$ cat src/rtl/alu_pkg.sv
// alu_pkg -- shared definitions for the single-issue ALU sequencer.
//   alu_op_t : 4-bit ALU operation codes presented on alu_op
//   OP/OP_IMM: RV32I major opcodes handled by the block
//   b_sel_t  : source of the second ALU operand
//   state_t  : sequencer states (IDLE -> EXEC -> WB -> IDLE)
package alu_pkg;

  typedef enum logic [3:0] {
    ALU_ADD  = 4'b0000,
    ALU_SUB  = 4'b0001,
    ALU_AND  = 4'b0010,
    ALU_OR   = 4'b0011,
    ALU_XOR  = 4'b0100,
    ALU_SLL  = 4'b0101,
    ALU_SRL  = 4'b0110,
    ALU_SRA  = 4'b0111,
    ALU_SLT  = 4'b1000,
    ALU_SLTU = 4'b1001
  } alu_op_t;

  localparam logic [6:0] OP     = 7'b0110011;
  localparam logic [6:0] OP_IMM = 7'b0010011;

  // funct7 values: base encoding and the SUB/SRA alternate
  localparam logic [6:0] F7_BASE = 7'b0000000;
  localparam logic [6:0] F7_ALT  = 7'b0100000;

  typedef enum logic [1:0] {
    B_RS2   = 2'd0,
    B_IMM   = 2'd1,
    B_SHAMT = 2'd2
  } b_sel_t;

  typedef enum logic [1:0] {
    ST_IDLE = 2'd0,
    ST_EXEC = 2'd1,
    ST_WB   = 2'd2
  } state_t;

endpackage

$ cat src/rtl/alu_decode.sv
// alu_decode -- combinational RV32I OP / OP-IMM decoder.
//   opcode  (in)  instruction bits [6:0]
//   funct3  (in)  instruction bits [14:12]
//   funct7  (in)  instruction bits [31:25]
//   alu_op  (out) ALU operation code
//   b_sel   (out) second operand source: rs2, sign-extended imm or shamt
//   illegal (out) encoding not supported by this block
module alu_decode
  import alu_pkg::*;
(
  input  logic [6:0] opcode,
  input  logic [2:0] funct3,
  input  logic [6:0] funct7,
  output alu_op_t    alu_op,
  output b_sel_t     b_sel,
  output logic       illegal
);

  alu_op_t base_op;

  // funct3 selects the operation family; funct7 only refines 000 and 101
  always_comb begin
    base_op = ALU_ADD;
    case (funct3)
      3'b000:  base_op = ALU_ADD;
      3'b001:  base_op = ALU_SLL;
      3'b010:  base_op = ALU_SLT;
      3'b011:  base_op = ALU_SLTU;
      3'b100:  base_op = ALU_XOR;
      3'b101:  base_op = ALU_SRL;
      3'b110:  base_op = ALU_OR;
      3'b111:  base_op = ALU_AND;
      default: base_op = ALU_ADD;
    endcase
  end

  always_comb begin
    alu_op  = base_op;
    b_sel   = B_RS2;
    illegal = 1'b0;

    if (opcode == OP) begin
      b_sel = B_RS2;
      if (funct7 == F7_ALT) begin
        if (funct3 == 3'b000)      alu_op  = ALU_SUB;
        else if (funct3 == 3'b101) alu_op  = ALU_SRA;
        else                       illegal = 1'b1;
      end else if (funct7 != F7_BASE) begin
        illegal = 1'b1;
      end
    end else if (opcode == OP_IMM) begin
      b_sel = B_IMM;
      // Only the shift-immediates reuse imm[11:5] as funct7; no SUB form exists
      if (funct3 == 3'b001) begin
        b_sel = B_SHAMT;
        if (funct7 != F7_BASE) illegal = 1'b1;
      end else if (funct3 == 3'b101) begin
        b_sel = B_SHAMT;
        if (funct7 == F7_ALT)       alu_op  = ALU_SRA;
        else if (funct7 != F7_BASE) illegal = 1'b1;
      end
    end else begin
      illegal = 1'b1;
    end

    if (illegal) begin
      alu_op = ALU_ADD;
      b_sel  = B_RS2;
    end
  end

endmodule

$ cat src/rtl/alu_issue.sv
// alu_issue -- single-instruction issue sequencer for RV32I ALU ops.
// Accepts one instruction in IDLE, drives an external ALU for one EXEC
// cycle, then holds a writeback record in WB until it is consumed.
//   clk, rst_n            clock, synchronous active-low reset
//   in_valid/in_ready     instruction handshake, in_instr = instruction word
//   rs1_addr/rs2_addr     register-file read addresses (combinational)
//   rs1_data/rs2_data     register-file read data, same cycle
//   alu_a/alu_b/alu_op    operands and op to the external ALU (zero outside EXEC)
//   alu_result/alu_zero   combinational ALU response
//   wb_valid/wb_ready     writeback handshake
//   wb_rd/wb_data/wb_zero/wb_we/wb_illegal   writeback record
module alu_issue
  import alu_pkg::*;
#(
  parameter int unsigned XLEN = 32
) (
  input  logic            clk,
  input  logic            rst_n,
  input  logic            in_valid,
  output logic            in_ready,
  input  logic [31:0]     in_instr,
  output logic [4:0]      rs1_addr,
  output logic [4:0]      rs2_addr,
  input  logic [XLEN-1:0] rs1_data,
  input  logic [XLEN-1:0] rs2_data,
  output logic [XLEN-1:0] alu_a,
  output logic [XLEN-1:0] alu_b,
  output logic [3:0]      alu_op,
  input  logic [XLEN-1:0] alu_result,
  input  logic            alu_zero,
  output logic            wb_valid,
  input  logic            wb_ready,
  output logic [4:0]      wb_rd,
  output logic [XLEN-1:0] wb_data,
  output logic            wb_zero,
  output logic            wb_we,
  output logic            wb_illegal
);

  state_t          state_q, state_d;
  alu_op_t         op_q;
  logic [XLEN-1:0] a_q, b_q;

  alu_op_t         dec_op;
  b_sel_t          dec_b_sel;
  logic            dec_illegal;
  logic [XLEN-1:0] b_operand;
  logic            accept;

  assign rs1_addr = in_instr[19:15];
  assign rs2_addr = in_instr[24:20];

  alu_decode u_decode (
    .opcode  (in_instr[6:0]),
    .funct3  (in_instr[14:12]),
    .funct7  (in_instr[31:25]),
    .alu_op  (dec_op),
    .b_sel   (dec_b_sel),
    .illegal (dec_illegal)
  );

  always_comb begin
    b_operand = rs2_data;
    case (dec_b_sel)
      B_RS2:   b_operand = rs2_data;
      B_IMM:   b_operand = {{(XLEN-12){in_instr[31]}}, in_instr[31:20]};
      B_SHAMT: b_operand = {{(XLEN-5){1'b0}}, in_instr[24:20]};
      default: b_operand = rs2_data;
    endcase
  end

  // in_ready is gated by rst_n so nothing is offered acceptance during reset
  assign in_ready = rst_n && (state_q == ST_IDLE);
  assign accept   = in_valid && in_ready;
  assign wb_valid = (state_q == ST_WB);

  always_comb begin
    state_d = state_q;
    case (state_q)
      ST_IDLE: if (in_valid) state_d = ST_EXEC;
      ST_EXEC: state_d = ST_WB;
      ST_WB:   if (wb_ready) state_d = ST_IDLE;
      default: state_d = ST_IDLE;
    endcase
  end

  always_comb begin
    alu_a  = '0;
    alu_b  = '0;
    alu_op = '0;
    if (state_q == ST_EXEC) begin
      alu_a  = a_q;
      alu_b  = b_q;
      alu_op = op_q;
    end
  end

  // The writeback control fields (rd, we, illegal) are latched straight into
  // the output registers at acceptance; wb_valid stays low until WB so the
  // early update is not observable as a record.
  always_ff @(posedge clk) begin
    if (!rst_n) begin
      state_q    <= ST_IDLE;
      op_q       <= ALU_ADD;
      a_q        <= '0;
      b_q        <= '0;
      wb_rd      <= '0;
      wb_we      <= 1'b0;
      wb_illegal <= 1'b0;
      wb_data    <= '0;
      wb_zero    <= 1'b0;
    end else begin
      state_q <= state_d;
      if (accept) begin
        wb_rd      <= in_instr[11:7];
        op_q       <= dec_op;
        a_q        <= dec_illegal ? '0 : rs1_data;
        b_q        <= dec_illegal ? '0 : b_operand;
        wb_illegal <= dec_illegal;
        wb_we      <= !dec_illegal && (in_instr[11:7] != 5'd0);
      end
      if (state_q == ST_EXEC) begin
        wb_data <= wb_illegal ? '0 : alu_result;
        wb_zero <= wb_illegal ? 1'b0 : alu_zero;
      end
    end
  end

endmodule
$ cat config.mk
export PLATFORM = sky130hd
export DESIGN_NAME = alu_issue
export DESIGN_NICKNAME = d
export VERILOG_FILES = /design/src/rtl/alu_pkg.sv /design/src/rtl/alu_decode.sv /design/src/rtl/alu_issue.sv
export SDC_FILE = /design/constraint.sdc
export NUM_CORES = 1
export LEC_CHECK = 0
export ABC_CLOCK_PERIOD_IN_PS = 2500
export CORE_UTILIZATION = 36
export DETAILED_ROUTE_END_ITERATION = 6
export GPL_TIMING_DRIVEN = 0
export PLACE_DENSITY = 0.78
export REMOVE_ABC_BUFFERS = 1
export SYNTH_ARGS = -nofsm -noshare
export SYNTH_HDL_FRONTEND = slang
export SYNTH_SLANG_ARGS = --single-unit
$ cat constraint.sdc
create_clock -name clk -period 2.5 [get_ports clk]
set_input_delay 0.375 -clock clk [delete_from_list [all_inputs] [get_ports clk]]
set_output_delay 0.375 -clock clk [all_outputs]
set_load 0.03 [all_outputs]
* After elaboration in Yosys (flattened, before gate mapping)
Memories as Yosys holds them, arrays and structs flattened. Index checks and enable logic that the tools add are counted.
Operators by class: mux-type cells 34, reduce and logical (&&, ||, !) cells 9, eq/ne operators 11
Operator list (count):
- 2-to-1 mux 32 bit | 5
- one-hot mux 32 bit (2 select lines) | 1
- 2-to-1 mux 4 bit | 10
- equality test 7 x 6 -> 1 bit (second input constant) | 2
- 2-to-1 mux 2 bit | 7
- 2-to-1 mux 1 bit | 10
- equality test 7 x 5 -> 1 bit (second input constant) | 1
- nonzero test 7 bit | 1
- one-hot mux 2 bit (3 select lines) | 1
- nonzero test 5 bit | 1
- equality test 2 x 1 -> 1 bit (second input constant) | 2
- equality test 2 bit (second input constant) | 2
- equality test 3 x 1 -> 1 bit (second input constant) | 1
- equality test 3 bit (second input constant) | 1
- logical AND 1 bit | 3
- logical NOT 3 bit | 1
- logical NOT 2 bit | 1
- != test 2 x 1 -> 1 bit (second input constant) | 1
- != test 2 bit (second input constant) | 1
- AND reduction 2 bit | 1
- logical NOT 1 bit | 1
Storage, ports and cells: register bits after elaboration 110, output and inout bits 120, word-level logic and storage cells 64, memories 1, bits in read-only memories 32
Memory list:
- (name not given) | depth 8, width 4, read ports 1, clocked after Yosys merged registers in 0, write ports 0, line alu_decode.sv:24 | case (funct3)

* Depth between registers and ports, before layout
Gate-level depths: netlist of run 1.
depth in word-level cells 11, gate-level depth with buffers 9

* Hierarchy
Synthesis of run 1 repeated with hierarchy kept, for this count alone.
Second synthesis, totals: cells, all modules 584, area total of the unflattened synthesis 5265.0 sq um
Modules (own cells, without submodules):
- alu_issue | times used 1, area an instance 5089.9 sq um, cells an instance 558
- alu_decode | times used 1, area an instance 175.2 sq um, cells an instance 26

* Least setup slack after synthesis of run 1
No wires, ideal clock.
path type in2reg, from input in_instr[3], to register b_q[3], cell stages on the path 9, required time 2.372 ns, library setup time 0.128 ns, data arrival time 2.392 ns, path slack -0.020 ns, buffers on the path 2, cell sequence nor4b_1 > nand3_1 > or4_1 > ha_1 > clkbuf_1 > clkbuf_1 > nor3b_1 > a21oi_1 > o21ai_0
Between the ends: longest elaborated chain between the ends 7
Ends and longest elaborated chain:
- start: declaration | line alu_issue.sv:21 | input logic [31:0] in_instr,
- equality test 7 x 5 -> 1 bit | line alu_decode.sv:51 | end else if (opcode == OP_IMM) begin
- 2-to-1 mux 2 bit or 2-to-1 mux 1 bit (tied branches) | line alu_decode.sv:51
- 2-to-1 mux 2 bit or 2-to-1 mux 1 bit (tied branches) | line alu_decode.sv:42 | if (opcode == OP) begin
- 2-to-1 mux 2 bit | line alu_decode.sv:66 | if (illegal) begin
- equality test 2 bit or equality test 2 x 1 -> 1 bit (tied branches) | line alu_issue.sv:64 | case (dec_b_sel)
- one-hot mux 32 bit (2 select lines) | line alu_issue.sv:64
- 2-to-1 mux 32 bit (*) | line alu_issue.sv:118 | b_q <= dec_illegal ? '0 : b_operand;
- end signal: assignment | line alu_issue.sv:118
- end: declaration | line alu_issue.sv:42 | logic [XLEN-1:0] a_q, b_q;
Every way passes the cells marked *; elsewhere a longest branch is shown, timed or not. A chain may end at the register's enable or synchronous reset.

* Final worst setup path of run 1
from register state_q[0], to output alu_b[31]
Between the ends: longest elaborated chain between the ends 2
Ends and longest elaborated chain:
- start: declaration | line alu_issue.sv:40 | state_t state_q, state_d;
- start signal: assignment | line alu_issue.sv:113 | state_q <= state_d;
- equality test 2 x 1 -> 1 bit | line alu_issue.sv:91 | if (state_q == ST_EXEC) begin
- 2-to-1 mux 32 bit | line alu_issue.sv:91
- end: declaration | line alu_issue.sv:27 | output logic [XLEN-1:0] alu_b,
Every way passes these cells.

==> summary.md, run 1 <==
| Metric | Value |
|---|---|
| Number of placed instances with taps included | 901 |
| TritonCTS clock tree | yes |
| Type of origin of the critical path | flop |
| Maximum clock frequency | 0.417 GHz |
| PortBufs | 242 |
| Via density | 4.91 |
| Overall power | 3.89 mW |
| Number of max-cap violations | 0 |
| Final-report hold violation count | 0 |
| Final setup vio count | 0 |
| Wire length of the first global-routing pass | 21.7 mm |
| Antenna cell count | 0 |
| Power density relative to cell area | 498 mW/mm² |
| Critical Path RT | 2.12 ns |
| Slew Viols, Final | 0 |
| Ordered cell list for the critical path | nor2b_4, buf_12, and2_1, clkdlybuf4s50_1 |
| Final Skew | 0.00356 ns |
| Combined area of all synthesized cells | 0.00475 mm² |
| Post-synth ARST share | 0% |
| Clock Tree Buf Depth | 2 |
| Width of the die | 117 µm |
| Post-DR wirelength/cell | 15.9 µm |
| Synth warnings | 0 |
| Unrepaired setup endpoints after global routing | true |
| Area Growth Syn to Fin | 64.3% |
| Sequential-to-total area share from yosys stat | 46.3% |
| Critical path arrival | 2.02 ns |
| Number of antenna violations at the first check in global routing | 0 |
| Last weighted congestion value of the routability-driven placer | 0.761 |
| Gate count after technology mapping | 540 |
| Final Critical Period | 2.40 ns |
| Antenna Nets Post-Route | 0 |
| Post-cts hold buffer count | 0 |
| Fin util | 61.2% |
| Clock Tree Root | sky130_fd_sc_hd__clkbuf_16 |
| Layout filler cell count | 1053 |
| Run status | complete, no violations |
| Clock transition at the registers of the reported paths | 0.07 ns |
| Aggregate global-route resource usage | 20.6% |
| Violation count after the first detailed-routing iteration | 187 |
| EDFF count, synth | 0 |
| Post-Route Setup TNS | 0 ns |
| Die H | 117 µm |
| Proportion of layout cells with a drive suffix above 1 | 5.47% |
| Standard-cell rows | 41 |
| TritonCTS buffer count | 9 |
| Maximum ir drop on the vdd rail | 0.356 mV |
| GRT overflow | 0 |
| Classification of the worst setup path | reg -> out |
| Number of sinks handled by clock tree synthesis | 110 |
| Worst slew slack as a fraction of its limit | 20.3% |
| Number of design rule violations left after detail routing | 0 |
| Area of the multi-input gates | 0.00236 mm² |
| Prevailing post-synth register cell | sky130_fd_sc_hd__dfxtp_1 |
| Drt pass-1 iters | 4 |
| Io pins | 253 |
| Number of H-tree levels | 3 |
| Core area | 0.0128 mm² |
| Maximum cell stage delay along the critical path | 0.67 ns |
| Number of storage elements in the synthesis netlist | 110 |
| Fin nets | 880 |
| Slew at the pin closest to its max-slew limit | 1.20 ns |
| Register Area | 0.00220 mm² |
| Routed wire length | 14.7 mm |
| Leakage power | 3.92 nW |
| WHS | 0.443 ns |
| CP Capture Type | output port |
| Peak fanout along the critical path | 45 |
| HPWL Detailed | 10.1 mm |
| Number of different library cells in the post-synthesis netlist | 39 |
| Period utilization | 95.9% |
| Worst hold path type | reg -> reg |
| Synthesized area divided by synthesized cell count | 8.80 µm² |
| Area enclosed by the die boundary | 0.0137 mm² |
| Cell Count, Final, Fillers Out | 922 |
| Effective utilization at floorplan | 37.2% |
| Largest net degree at the start of global routing | 48 |
| Slowest-stage cell, CP | sky130_fd_sc_hd__clkdlybuf4s50_1 |
| Via count | 4530 |
| Clock insertion delay at the later pin of the skew report | 0.34 ns |
| Vias in the first global route | 4391 |
-- cell usage in the layout (no fill, tap or decap), types with 2 or more instances in the layout --
cell / netlist / layout
sky130_fd_sc_hd__a22o_1: 33 / 33
sky130_fd_sc_hd__o21ai_0: 33 / 28
sky130_fd_sc_hd__dlymetal6s2s_1: 0 / 63
sky130_fd_sc_hd__and2_1: 69 / 68
sky130_fd_sc_hd__o21a_1: 2 / 2
sky130_fd_sc_hd__nor3b_2: 0 / 2
sky130_fd_sc_hd__clkdlybuf4s50_1: 0 / 178
sky130_fd_sc_hd__buf_4: 11 / 2
sky130_fd_sc_hd__nor2b_4: 0 / 2
sky130_fd_sc_hd__nor2_1: 11 / 10
sky130_fd_sc_hd__clkbuf_16: 0 / 9
sky130_fd_sc_hd__inv_1: 4 / 4
sky130_fd_sc_hd__buf_12: 0 / 4
sky130_fd_sc_hd__nand2_1: 75 / 75
sky130_fd_sc_hd__bufinv_16: 0 / 2
sky130_fd_sc_hd__nor3b_1: 6 / 3
sky130_fd_sc_hd__o21ai_1: 5 / 10
sky130_fd_sc_hd__a21oi_1: 34 / 33
sky130_fd_sc_hd__a21boi_0: 33 / 33
sky130_fd_sc_hd__clkbuf_1: 35 / 2
sky130_fd_sc_hd__nand3b_1: 33 / 33
sky130_fd_sc_hd__mux2i_1: 5 / 5
sky130_fd_sc_hd__dfxtp_1: 110 / 109
sky130_fd_sc_hd__nor2b_1: 10 / 7
-- synthesized netlist by cell type (all sizes together) (4+ instances only) --
| cell | n | area (µm²) |
|---|---|---|
| dfxtp | 110 | 2200 |
| nand2 | 75 | 282 |
| and2 | 69 | 432 |
| o21ai | 38 | 190 |
| clkbuf | 36 | 136 |
| a21oi | 34 | 170 |
| a21boi | 33 | 248 |
| a22o | 33 | 289 |
| nand3b | 33 | 248 |
| buf | 20 | 150 |
| nor2 | 11 | 41.3 |
| nor2b | 10 | 62.6 |
| nor3b | 6 | 45.0 |
| mux2i | 5 | 50.1 |
| inv | 4 | 15.0 |
-- layout make-up --
cell class | instances | share of cell area (%)
Clock inverter | 5 | 1.04
Sequential cell | 110 | 28.2
Clock buffer | 11 | 2.98
Multi-Input combinational cell | 370 | 30.2
Inverter | 4 | 0.192
Timing Repair Buffer | 250 | 34.6
Tap cell | 172 | 2.76
-- worst max-delay path, delay by kind of cell, from the launching register on --
kind                   cells  cell delay (ns)
flip-flops                 1             0.39
AND/OR/NAND/NOR            2             0.39
buffers and inverters      2             0.88
-- sequential cells by signal (all words and copies together), names as in the netlist --
name / cells
wb_zero: 1
wb_rd: 5
wb_we: 1
state_q: 2
a_q: 32
op_q: 4
b_q: 32
wb_data: 32
wb_illegal: 1
-- worst paths after layout --
kind                            from                   end  slack, ns  cells after the start
max          state_q[0]$_SDFFE_PN0P_             alu_b[31]       0.10                      4
min             b_q[17]$_SDFFE_PN0P_  b_q[17]$_SDFFE_PN0P_       0.44                      2
max reg2reg  state_q[1]$_SDFFE_PN0P_   a_q[7]$_SDFFE_PN0P_       0.50                      4
min reg2reg     b_q[17]$_SDFFE_PN0P_  b_q[17]$_SDFFE_PN0P_       0.44                      2
-- metal layers --
layer / part of all wire, % / wire length (µm) / GRT usage, %
met1: 41 / 6090 / 22.8
met2: 48 / 7040 / 36.3
met3: 9.0 / 1330 / 7.21
met4: 1.5 / 224 / 7.93
met5: 0 / 0 / 0
-- power breakdown --
group          internal, mW  switching, mW
Clock                 0.882          0.639
Combinational         0.313          0.249
Sequential             1.78         0.0263
-- what timing repair did --
item / CTS / global route
setup buffers: 5 / 0
gates cloned: 0 / 0
gates resized for setup: 14 / 81
pin swaps: 2 / 3
endpoints found under the setup margin: 139 / 125
-- logic make-up (layout without fill, tap and decap cells) --
| group | Yosys count | count (layout) | synth area share [%] |
|---|---|---|---|
| muxes | 5 | 5 | 1.05 |
| xor gates and xnor gates | 1 | 1 | 0.184 |
| buffers and inverters | 60 | 270 | 6.34 |
| DFF | 110 | 110 | 46.3 |
| and+or+nand+nor | 217 | 217 | 25.5 |
| AOI/OAI and AO/OA | 145 | 145 | 20.1 |
| adders and majority gates | 2 | 2 | 0.526 |
-- per-stage QoR --
| step | instance area (µm²) | setup slack (ns) |
|---|---|---|
| finish | 7810 | 0.103 |
| global route | 7810 | -0.0141 |
| CTS | 7600 | 0.00174 |
| detailed placement | 7180 | -1.63 |
| global placement | 7110 | -3.79 |
| floorplan | 4470 | -1.26 |
Note: power is estimated with default switching activity, not from simulation.
==> inputs of run 2 (changes only) <==
--- a/config.mk
+++ b/config.mk
@@ -5,11 +5,11 @@
 export SDC_FILE = /design/constraint.sdc
 export NUM_CORES = 1
 export LEC_CHECK = 0
-export ABC_CLOCK_PERIOD_IN_PS = 2500
-export CORE_UTILIZATION = 36
+export ABC_CLOCK_PERIOD_IN_PS = 2800
+export CORE_UTILIZATION = 40
 export DETAILED_ROUTE_END_ITERATION = 6
 export GPL_TIMING_DRIVEN = 0
-export PLACE_DENSITY = 0.78
+export PLACE_DENSITY = 0.82
 export REMOVE_ABC_BUFFERS = 1
 export SYNTH_ARGS = -nofsm -noshare
 export SYNTH_HDL_FRONTEND = slang
==> constraint.sdc (replaced) <==
create_clock -name clk -period 2.8 [get_ports clk]
set_input_delay 0.42 -clock clk [delete_from_list [all_inputs] [get_ports clk]]
set_output_delay 0.42 -clock clk [all_outputs]
set_load 0.03 [all_outputs]
==> summary.md, run 2 (same netlist as run 1, synthesis figures left out) <==
| Metric | Value |
|---|---|
| Standard-cell rows | 39 |
| Clock transition at the registers of the reported paths | 0.07 ns |
| TritonCTS buffer count | 9 |
| Sw Pwr | 854 µW |
| Post-cts hold buffer count | 0 |
| Via count | 4545 |
| Via density | 5.10 |
| Top Layer Used | met4 |
| Startpoint of the worst register-to-register path | state_q[1]$_SDFFE_PN0P_ |
| Crit. Startpoint | in_instr[3] |
| Number of H-tree levels | 3 |
| Classification of the worst setup path | in -> reg |
| Clock Tree Root | sky130_fd_sc_hd__clkbuf_16 |
| Leakage power | 2.71 nW |
| Internal power summed over all cells | 2.67 mW |
| Drt pass-1 iters | 6 |
| Number of sinks handled by clock tree synthesis | 110 |
| Type of origin of the critical path | primary input |
| Net switching fraction of the power | 24.2% |
| Fin util | 65.6% |
| Width of the die | 111 µm |
| Worst setup endpoint | b_q[5]$_SDFFE_PN0P_ |
| Violation count after the first detailed-routing iteration | 370 |
| Largest net degree at the start of global routing | 56 |
| Worst reg2reg endpoint | a_q[28]$_SDFFE_PN0P_ |
| Number of design rule violations left after detail routing | 40 |
| Core area | 0.0115 mm² |
| Sequential power share | 45.9% |
| Logic pwr share | 14.2% |
| Commonest non-fill, non-tap cell in the layout | sky130_fd_sc_hd__clkdlybuf4s50_1 |
| Area of the multi-input gates | 0.00230 mm² |
| Critical path arrival | 2.89 ns |
| Last weighted congestion value of the routability-driven placer | 0.804 |
| Minimum setup slack after placement | -1.31 ns |
| Slew at the pin closest to its max-slew limit | 1.24 ns |
| GRT overflow | 0 |
| Maximum ir drop on the vdd rail | 0.327 mV |
| HPWL Detailed | 10.0 mm |
| TritonCTS clock tree | yes |
| Final setup vio count | 0 |
| Run status | finished, violations left |
| Post-route met1 wirelength | 5.77 mm |
| Met2 WL post-DR | 6.97 mm |
| Maximum clock frequency | 0.375 GHz |
| DR WL met3 | 1.38 mm |
| Power density relative to cell area | 466 mW/mm² |
| WHS | 0.445 ns |
| Io pins | 253 |
| Worst slew slack as a fraction of its limit | 17.3% |
| Overall power | 3.52 mW |
| Area Growth Syn to Fin | 58.9% |
| Worst hold path type | reg -> reg |
| Antenna Nets Post-Route | 0 |
| Flop2flop setup slack | 0.70 ns |
| Period utilization | 95.1% |
| Startpoint of the tightest hold check path | b_q[20]$_SDFFE_PN0P_ |
| Post-DR wirelength/cell | 16.2 µm |
| Slack of the critical path | 0.137 ns |
| CP Capture Type | flop |
| Die H | 111 µm |
| Top flop regs | a_q: 32 flops, b_q: 32 flops, wb_data: 32 flops |
| Unrepaired setup endpoints after global routing | false |
| Logic depth of the worst register-to-register path | 4 |
| Final Skew | 0.00443 ns |
| Fin nets | 879 |
| Critical Path RT | 3.02 ns |
| Clock insertion delay at the later pin of the skew report | 0.36 ns |
| Layout filler cell count | 924 |
| Final Critical Period | 2.66 ns |
| Clock Tree Buf Depth | 2 |
| Area enclosed by the die boundary | 0.0123 mm² |
| Routed wire length | 14.4 mm |
| Violated checks | design-rule violations |
| Wire length of the first global-routing pass | 23.4 mm |
| Slew Viols, Final | 0 |
| Clock share of power | 40.0% |
| PortBufs | 242 |
| Number of max-cap violations | 0 |
| Vias in the first global route | 4508 |
| Antenna cell count | 0 |
| Effective utilization at floorplan | 41.3% |
| Most frequent cells in the layout | sky130_fd_sc_hd__clkdlybuf4s50_1 (241), sky130_fd_sc_hd__dfxtp_1 (110), sky130_fd_sc_hd__nand2_1 (75), sky130_fd_sc_hd__and2_1 (68), sky130_fd_sc_hd__a21oi_1 (34) |
| Register Area | 0.00220 mm² |
| Proportion of layout cells with a drive suffix above 1 | 4.67% |
| Aggregate global-route resource usage | 23.8% |
| Peak fanout along the critical path | 13 |
| Number of antenna violations at the first check in global routing | 0 |
| Final-report hold violation count | 0 |
-- run 2: changes by cell type in the layout (fill, tap and decap cells not counted), moves of 3 or more --
| cell | change |
|---|---|
| sky130_fd_sc_hd__o21ai_1 | -5 |
| sky130_fd_sc_hd__o21ai_0 | +5 |
| sky130_fd_sc_hd__dlymetal6s2s_1 | -63 |
| sky130_fd_sc_hd__clkdlybuf4s50_1 | +63 |
| sky130_fd_sc_hd__nor3b_1 | +3 |
-- run 2: worst min path at each step --
stage	endpoint	slack, ns	cells past startpoint
6_report	b_q[20]$_SDFFE_PN0P_	0.45	2
5_1_grt	b_q[17]$_SDFFE_PN0P_	0.47	2
4_1_cts	b_q[17]$_SDFFE_PN0P_	0.45	2
3_5_place_dp	b_q[7]$_SDFFE_PN0P_	0.43	2
3_3_place_gp	b_q[8]$_SDFFE_PN0P_	0.42	2
2_1_floorplan	op_q[2]$_SDFFE_PN0P_	0.42	2
-- run 2: cell type report --
type | instances | area share, %
clock buffer | 9 | 2.98
clock inverter | 7 | 1.36
inverter | 4 | 0.199
multi-input combinational | 370 | 30.5
sequential | 110 | 29.1
tap | 143 | 2.37
timing repair buffer | 249 | 33.5
-- run 2: repair_timing --
action                                  CTS  global route
endpoints found under the setup margin   71            81
pin swaps                                 1             1
resized for setup                         8             5
setup buffers                             1             3
-- run 2: power groups by stage --
stage	Combinational [mW]	Sequential [mW]	Clock (mW)
global route	0.532	1.62	1.50
global placement	0.468	1.65	0
CTS	0.495	1.62	1.44
floorplan	0.120	1.70	0
detailed placement	0.491	1.65	0
finish	0.499	1.62	1.41
-- run 2: per-stage QoR --
stage | instances | TNS, ns | cell area, µm²
3_5_place_dp | 872 | -76.43 | 7150
5_1_grt | 892 | 0 | 7550
3_3_place_gp | 869 | -544.61 | 7070
4_1_cts | 889 | 0 | 7520
2_1_floorplan | 484 | -123.35 | 4470
6_report | 892 | 0 | 7550
-- run 2: per-layer routing --
metal	vias to the layer above	global-route usage, %
met5	-	0
met4	0	7.84
met3	24	8.37
met2	182	40.9
met1	2101	27.5
li1	2238	-
-- run 2: critical path, cell delays in order --
cell and delay (ns):
sky130_fd_sc_hd__clkdlybuf4s50_1 0.41, sky130_fd_sc_hd__nor4b_2 0.38, sky130_fd_sc_hd__nand3_1 0.17, sky130_fd_sc_hd__or4_1 0.61, sky130_fd_sc_hd__ha_4 0.40, sky130_fd_sc_hd__buf_4 0.23
sky130_fd_sc_hd__nor2_1 0.06, sky130_fd_sc_hd__a21oi_1 0.11, sky130_fd_sc_hd__o21ai_0 0.09
==> inputs of run 3 (changes only) <==
--- a/config.mk
+++ b/config.mk
@@ -7,6 +7,7 @@
 export LEC_CHECK = 0
 export ABC_CLOCK_PERIOD_IN_PS = 2800
 export CORE_UTILIZATION = 40
+export CTS_BUF_LIST = sky130_fd_sc_hd__clkbuf_4
 export DETAILED_ROUTE_END_ITERATION = 6
 export GPL_TIMING_DRIVEN = 0
 export PLACE_DENSITY = 0.82
==> summary.md, run 3 (same netlist as run 1, synthesis figures left out) <==
| Metric | Value |
|---|---|
| Power density relative to cell area | 408 mW/mm² |
| Period utilization | 96.9% |
| Top flop regs | a_q: 32 flops, b_q: 32 flops, wb_data: 32 flops |
| Via count | 4502 |
| Final-report hold violation count | 0 |
| Startpoint of the tightest hold check path | b_q[20]$_SDFFE_PN0P_ |
| Overall power | 3.04 mW |
| Io pins | 253 |
| Worst reg2reg endpoint | a_q[28]$_SDFFE_PN0P_ |
| CP Capture Type | output port |
| Die H | 111 µm |
| Final Skew | 0.0149 ns |
| GRT overflow | 0 |
| Critical Path RT | 2.38 ns |
| Number of max-cap violations | 0 |
| Clock transition at the registers of the reported paths | 0.16 ns |
| Logic depth of the worst register-to-register path | 4 |
| Violated checks | design-rule violations |
| Clock Tree Root | sky130_fd_sc_hd__clkbuf_4 |
| Largest net degree at the start of global routing | 56 |
| Flop2flop setup slack | 0.56 ns |
| Core area | 0.0115 mm² |
| Fin nets | 877 |
| Number of antenna violations at the first check in global routing | 1 |
| Startpoint of the worst register-to-register path | state_q[1]$_SDFFE_PN0P_ |
| Drt pass-1 iters | 7 |
| Critical path arrival | 2.29 ns |
| Classification of the worst setup path | reg -> out |
| Vias in the first global route | 4412 |
| Peak fanout along the critical path | 55 |
| Slew Viols, Final | 0 |
| Number of design rule violations left after detail routing | 40 |
| Type of origin of the critical path | flop |
| Area enclosed by the die boundary | 0.0123 mm² |
| Post-DR wirelength/cell | 16.2 µm |
| Number of cells traversed by the worst hold path | 2 |
| Number of sinks handled by clock tree synthesis | 110 |
| Number of H-tree levels | 3 |
| Slack of the critical path | 0.0874 ns |
| Last weighted congestion value of the routability-driven placer | 0.804 |
| Most frequent cells in the layout | sky130_fd_sc_hd__clkdlybuf4s50_1 (207), sky130_fd_sc_hd__dfxtp_1 (109), sky130_fd_sc_hd__nand2_1 (75), sky130_fd_sc_hd__and2_1 (68) |
| Clock insertion delay at the later pin of the skew report | 0.49 ns |
| Commonest non-fill, non-tap cell in the layout | sky130_fd_sc_hd__clkdlybuf4s50_1 |
| Standard-cell rows | 39 |
| Post-Route Setup TNS | 0 ns |
| Effective utilization at floorplan | 41.3% |
| HPWL Detailed | 10.0 mm |
| Layout filler cell count | 927 |
| Proportion of layout cells with a drive suffix above 1 | 4.15% |
| Worst hold path type | reg -> reg |
| Layout Cell Area excl Fill | 0.00746 mm² |
| Slew at the pin closest to its max-slew limit | 1.21 ns |
| Worst slew slack as a fraction of its limit | 19.3% |
| Final Critical Period | 2.71 ns |
| Wire length of the first global-routing pass | 23.0 mm |
| Fin util | 64.8% |
| Maximum ir drop on the vdd rail | 0.411 mV |
| Width of the die | 111 µm |
| Aggregate global-route resource usage | 23.3% |
| Capture endpoint of the worst hold path | b_q[20]$_SDFFE_PN0P_ |
| Via density | 5.05 |
| Violation count after the first detailed-routing iteration | 345 |
| Leakage power | 3.27 nW |
| Minimum setup slack after placement | -1.31 ns |
| PortBufs | 242 |
| Routed wire length | 14.4 mm |
| TritonCTS clock tree | yes |
| Final setup vio count | 0 |
| Maximum clock frequency | 0.369 GHz |
| Clock Tree Buf Depth | 2 |
| TritonCTS buffer count | 9 |
| Antenna Nets Post-Route | 0 |
| Post-cts hold buffer count | 0 |
| Instance area after placement | 0.00715 mm² |
| Area Growth Syn to Fin | 56.9% |
| Run status | finished, violations left |
==> run 3: changes by cell type in the layout (fill, tap and decap cells not counted), moves of 2 or more <==
cell	previous run	this run
sky130_fd_sc_hd__clkdlybuf4s50_1	241	207
sky130_fd_sc_hd__dlymetal6s2s_1	0	34
sky130_fd_sc_hd__clkbuf_16	9	0
sky130_fd_sc_hd__clkbuf_4	0	9
sky130_fd_sc_hd__buf_4	3	1
==> run 3: per-stage QoR <==
stage               cells  hold slack [ns]
floorplan             484            0.417
global placement      869            0.425
detailed placement    872            0.434
CTS                   889            0.459
global route          891            0.465
finish                891            0.455
==> run 3: critical path, cell delays in order, from the launching register on <==
cell and delay (ns):
sky130_fd_sc_hd__dfxtp_1 0.42, sky130_fd_sc_hd__nor2b_4 0.28, sky130_fd_sc_hd__buf_12 0.25, sky130_fd_sc_hd__and2_1 0.17, sky130_fd_sc_hd__clkdlybuf4s50_1 0.68
==> run 3: how the worst max path moves through the flow <==
stage	startpoint	endpoint	slack [ns]	cells after the start
3_3_place_gp	state_q[0]$_SDFFE_PN0P_	alu_op[0]	-3.49	3
2_1_floorplan	state_q[0]$_SDFFE_PN0P_	alu_a[0]	-1.01	2
4_1_cts	state_q[0]$_SDFFE_PN0P_	alu_a[8]	0.05	4
3_5_place_dp	rst_n	a_q[7]$_SDFFE_PN0P_	-1.31	5
5_1_grt	state_q[0]$_SDFFE_PN0P_	alu_a[28]	-0.02	4
6_report	state_q[0]$_SDFFE_PN0P_	alu_a[28]	0.09	4
==> run 3: layout make-up <==
class	count	area (µm²)	share of cell area, %
timing repair buffer	247	2600	34.8
multi-input combinational	370	2290	30.8
sequential	110	2200	29.5
tap	143	179	2.40
clock inverter	7	103	1.37
clock buffer	9	67.6	0.905
inverter	4	15.0	0.201
antenna	1	2.50	0.0335
==> run 3: what timing repair did <==
action | in CTS | in global routing
pin swaps | 0 | 1
resized for setup | 6 | 39
setup endpoints to repair | 138 | 61
setup buffers | 1 | 1
gates cloned | 0 | 0
==> run 3: per-layer routing <==
| metal | global-route usage, % | vias to the layer above | wire length, µm |
|---|---|---|---|
| met4 | 6.85 | 0 | 243 |
| met2 | 39.5 | 180 | 6990 |
| met5 | 0 | - | 0 |
| li1 | - | 2233 | - |
| met3 | 8.20 | 21 | 1280 |
| met1 | 27.6 | 2068 | 5890 |
==> run 3: power by group <==
group          leakage (nW)  switching, mW  internal, mW
Combinational          2.29          0.218         0.278
Clock                0.0928          0.552         0.375
Sequential            0.890         0.0232          1.60
Total                  3.27          0.794          2.25
